==> src/rtl/regfile_write_arbiter.sv <==
// regfile_write_arbiter
// Merges two write requesters (A and B) onto the single write port of a
// register file. Requesters use a valid/ready handshake. When both request
// in the same cycle, a one-bit priority pointer picks the winner and then
// flips, so sustained contention alternates A,B,A,B. The write port outputs
// are registered, which gives one cycle of latency from handshake to
// write strobe. Register 0 is hard-wired to zero, so a transfer to address 0
// is accepted but never produces a write strobe.
//
// Optional feature macro: REGFILE_ARB_STATS_EN
//   When defined, a saturating 16-bit counter (conflict_count) counts the
//   clock edges on which both requesters were valid.
//
// Ports
//   clk            sole clock, rising edge
//   rst            asynchronous active-high reset
//   a_valid        requester A has a write pending
//   a_addr         requester A destination register
//   a_data         requester A write data
//   a_ready        requester A accepted this cycle (combinational)
//   b_valid/b_addr/b_data/b_ready  same for requester B
//   write_en       registered write strobe to the regfile
//   write_addr     registered write address
//   write_data     registered write data
//   conflict_count dual-valid edge count (only with REGFILE_ARB_STATS_EN)

module regfile_write_arbiter #(
  parameter int WORDSIZE = 64,
  parameter int ADDRW    = 5
) (
  input  logic                clk,
  input  logic                rst,
  input  logic                a_valid,
  input  logic [ADDRW-1:0]    a_addr,
  input  logic [WORDSIZE-1:0] a_data,
  output logic                a_ready,
  input  logic                b_valid,
  input  logic [ADDRW-1:0]    b_addr,
  input  logic [WORDSIZE-1:0] b_data,
  output logic                b_ready,
  output logic                write_en,
  output logic [ADDRW-1:0]    write_addr,
  output logic [WORDSIZE-1:0] write_data
`ifdef REGFILE_ARB_STATS_EN
  ,
  output logic [15:0]         conflict_count
`endif
);

  // prio_q: 0 = A wins a tie, 1 = B wins a tie.
  logic                prio_q, prio_d;
  logic                write_en_q, write_en_d;
  logic [ADDRW-1:0]    write_addr_q, write_addr_d;
  logic [WORDSIZE-1:0] write_data_q, write_data_d;

  // Grant decision. Ready is held low during reset so that nothing can be
  // accepted in a cycle where the resulting write would be discarded.
  always_comb begin
    a_ready = 1'b0;
    b_ready = 1'b0;
    if (!rst) begin
      if (a_valid && (!b_valid || !prio_q)) begin
        a_ready = 1'b1;
      end else if (b_valid) begin
        b_ready = 1'b1;
      end
    end
  end

  // Next-state for the priority pointer and the registered write port.
  // Address and data only update on an issued write so they hold their
  // last values while the strobe is low. A transfer to register 0 still
  // counts as a grant for fairness purposes.
  always_comb begin
    prio_d       = prio_q;
    write_en_d   = 1'b0;
    write_addr_d = write_addr_q;
    write_data_d = write_data_q;
    if (a_ready) begin
      prio_d = 1'b1;
      if (a_addr != '0) begin
        write_en_d   = 1'b1;
        write_addr_d = a_addr;
        write_data_d = a_data;
      end
    end else if (b_ready) begin
      prio_d = 1'b0;
      if (b_addr != '0) begin
        write_en_d   = 1'b1;
        write_addr_d = b_addr;
        write_data_d = b_data;
      end
    end
  end

  // State registers; reset clears a pending write immediately.
  always_ff @(posedge clk or posedge rst) begin
    if (rst) begin
      prio_q       <= 1'b0;
      write_en_q   <= 1'b0;
      write_addr_q <= '0;
      write_data_q <= '0;
    end else begin
      prio_q       <= prio_d;
      write_en_q   <= write_en_d;
      write_addr_q <= write_addr_d;
      write_data_q <= write_data_d;
    end
  end

  assign write_en   = write_en_q;
  assign write_addr = write_addr_q;
  assign write_data = write_data_q;

`ifdef REGFILE_ARB_STATS_EN
  logic [15:0] conflict_count_q, conflict_count_d;

  // Count edges with both requesters valid, saturating at all-ones.
  always_comb begin
    conflict_count_d = conflict_count_q;
    if (a_valid && b_valid && (conflict_count_q != 16'hFFFF)) begin
      conflict_count_d = conflict_count_q + 16'd1;
    end
  end

  always_ff @(posedge clk or posedge rst) begin
    if (rst) begin
      conflict_count_q <= 16'd0;
    end else begin
      conflict_count_q <= conflict_count_d;
    end
  end

  assign conflict_count = conflict_count_q;
`endif

endmodule
==> config.mk <==
export PLATFORM = sky130hd
export DESIGN_NAME = regfile_write_arbiter
export DESIGN_NICKNAME = d
export VERILOG_FILES = /design/src/rtl/regfile_write_arbiter.sv
export SDC_FILE = /design/constraint.sdc
export NUM_CORES = 1
export LEC_CHECK = 0
export BUFFER_PORTS_ARGS = -buffer_cell sky130_fd_sc_hd__buf_4
export CAP_MARGIN = 5
export CORE_MARGIN = 3
export CORE_UTILIZATION = 44
export DETAILED_ROUTE_END_ITERATION = 6
export PLACE_DENSITY = 0.78
export REMOVE_ABC_BUFFERS = 1
export SYNTH_ARGS = -nofsm -noshare
export SYNTH_HDL_FRONTEND = slang
export SYNTH_SLANG_ARGS = --single-unit
==> constraint.sdc <==
create_clock -name clk -period 3 [get_ports clk]
set_clock_uncertainty 0.05 [all_clocks]
set_input_delay 0.6 -clock clk [delete_from_list [all_inputs] [get_ports clk]]
set_output_delay 0.6 -clock clk [all_outputs]
set_load 0.02 [all_outputs]
==> impl_metrics.py <==
metrics = {
    "cts": {
        "clk_pin_slew_ns": 0.08,
        "clock_sinks": 71,
        "cts.htree.levels": 3,
        "root_buffer": "clkbuf_8",
        "clk_latency_ns": 0.33,
        "post_cts.repair.setup_buffers": 0,
        "cts_hold_buffers": 0,
        "cts_tree": "built",
        "cts_resized": 0,
        "clk_path_buf_depth": 2,
        "numCtsBuffers": 9,
    },
    "timing": {
        "hold-worst-slack_ns": 0.198,
        "clock.fmax_ghz": 0.467,
        "finalMaxSlewViolations": 0,
        "finalSetupViolCount": 0,
        "fin_setup_tns_ns": 0,
        "hold_viol": 0,
        "slew_headroom_pct": 69.4,
        "rsz0062_at_grt": "false",
        "tightest_slew_ns": 0.460,
        "finalCritPeriodShare_pct": 71.4,
        "period_needed_ns": 2.14,
    },
    "yosys": {
        "synth-main-ff-cell": "dfrtp_1",
        "syn-cell-area_um2": 3540,
        "synth.avg_cell_area_um2": 14.8,
        "synth_edf_count": 0,
        "synth_cell_types": 18,
        "yosysTopAreaCellShare_pct": 50.2,
        "synth_warnings": 0,
        "ys_ff_latch": 71,
        "yosys.area.top_type": "dfrtp_1",
        "seq_area_frac_synth_pct": 50.2,
        "synthCells": 239,
        "synth_area_leaders": "dfrtp_1, mux2_2, buf_6",
        "async_flop_share_pct": 100,
    },
    "cells_and_area": {
        "drive_above_1_share_pct": 81.0,
        "area_delta_synth_final_pct": 53.9,
        "mostFrequentLayoutCell": "buf_4",
        "nets": 596,
        "stdcell_area_um2": 5450,
        "antenna_cells": 0,
        "final_cell_mix": "buf_4, mux2_2, dfrtp_1",
        "final_cell_count_no_fill": 561,
    },
    "worst_setup_path": {
        "crit_fanout": 33,
        "r2r_cells": 4,
        "critPathLaunch": "rst",
        "rr_endpoint": "write_addr[0]",
        "r2r-start": "prio_q",
        "critPathCapture": "a_ready",
        "cp.required_ns": 2.35,
        "critPathArrivalTime_ns": 1.49,
        "end_kind": "output port",
        "reg2reg_slack_ns": 1.11,
        "start_kind": "input pin",
        "crit_type": "input pin to output port",
    },
    "status": {
        "outcome": "complete, no violations",
    },
    "die": {
        "initial_core_util_pct": 45.6,
        "core_um2": 7770,
        "die_area_um2": 9160,
        "fp.dieW_um": 95.7,
        "rows": 32,
        "io_pins": 214,
        "die_h_um": 95.7,
    },
    "pwr": {
        "p_leak_nw": 2.59,
        "switching_share_pct": 31.5,
        "power_frac_comb_pct": 37.5,
        "power.internal_mw": 2.34,
        "power.switching_mw": 1.08,
        "ir_drop_mv": 0.350,
        "p_total_mw": 3.42,
        "p_per_area_nw_per_um2": 627,
        "power_frac_clock_pct": 24.2,
        "seq_power_share_pct": 38.3,
    },
    "place": {
        "dp_cells": 545,
        "hpwl_um": 7130,
        "postPlaceCellArea_um2": 5230,
        "place_congestion": 0.719,
        "io_buffer_count": 213,
    },
    "global_route": {
        "antenna_found_initial": 0,
        "grt_max_degree": 40,
        "grt_pass1_wl_um": 13100,
        "grtUsageTotal_pct": 18.7,
        "grt_overflow": 0,
        "grt_pass1_vias": 2786,
    },
    "min_path": {
        "hold_path_class": "input pin to async pin",
    },
    "drt": {
        "drt_wl_total_um": 8950,
        "drt-wirelength-per-cell_um": 16.0,
        "vias_per_cell": 4.85,
        "drcViolationCount": 0,
        "dr.pass1.iters": 4,
        "ant_nets": 0,
        "drt_iter0_markers": 38,
        "vias": 2719,
    },
    "run": {
        "maxCapViolCount": 0,
    },
}
[area by class of cell]
type | instances | area, um2
fill | 583 | 2320
sequential | 71 | 1780
timing repair buffer | 219 | 1670
multi-input combinational | 150 | 1640
tap | 102 | 128
clock buffer | 9 | 124
clock inverter | 7 | 97.6
inverter | 3 | 11.3
[power groups by stage]
stage	logic (mW)	clock network (mW)	registers, mW
2_1_floorplan	0.393	0	1.60
3_3_place_gp	1.28	0	1.32
3_5_place_dp	1.30	0	1.33
4_1_cts	1.30	0.851	1.31
5_1_grt	1.36	0.890	1.34
6_report	1.28	0.827	1.31
[cells by family after synthesis]
| family | share of synthesized area, % |
|---|---|
| AOI/OAI and AO/OA | 1.27 |
| buffers and inverters | 3.43 |
| DFF | 50.2 |
| muxes | 43.9 |
| and+or+nand+nor | 1.20 |
[cells in the mapped netlist, drive strengths merged, types with 2 or more instances]
cell / n
inv: 3
nand2b: 2
clkbuf: 6
dfrtp: 71
buf: 9
mux2: 138
nand2: 2
nor2: 2
[critical path, stage by stage]
cell      delay [ns]
buf_4           0.12
nand2b_1        0.15
a21o_2          0.24
buf_12          0.18
inv_1           0.07
buf_4           0.13
[stage by stage]
| stage | setup WS [ns] | util [%] |
|---|---|---|
| 2_1_floorplan | -0.687 | - |
| 3_3_place_gp | 0.770 | 67.3 |
| 3_5_place_dp | 0.726 | 67.3 |
| 4_1_cts | 0.847 | 70.2 |
| 5_1_grt | 0.796 | 70.2 |
| 6_report | 0.858 | 70.2 |
[registers in the layout, summed over array words and instances (netlist names)]
signal	cells
write_addr	5
write_en	1
write_data	64
prio_q	1
[how the worst min path moves through the flow]
stage                               from              to  slack [ns]
after CTS                            rst  write_data[52]        0.19
final                                rst  write_data[52]        0.20
after floorplan                   prio_q          prio_q        0.42
after detailed placement   write_data[2]   write_data[2]        0.45
after global routing                 rst  write_data[24]        0.21
after global placement    write_data[20]  write_data[20]        0.44
[metal layers]
| layer | vias to the layer above | track usage, % | routed length, um |
|---|---|---|---|
| li1 | 1291 | - | - |
| met1 | 1283 | 21.1 | 3240 |
| met2 | 128 | 33.5 | 4710 |
| met3 | 17 | 5.24 | 845 |
| met4 | 0 | 6.87 | 165 |
| met5 | - | 0 | 0 |
Power figures use the tool's default switching activity.
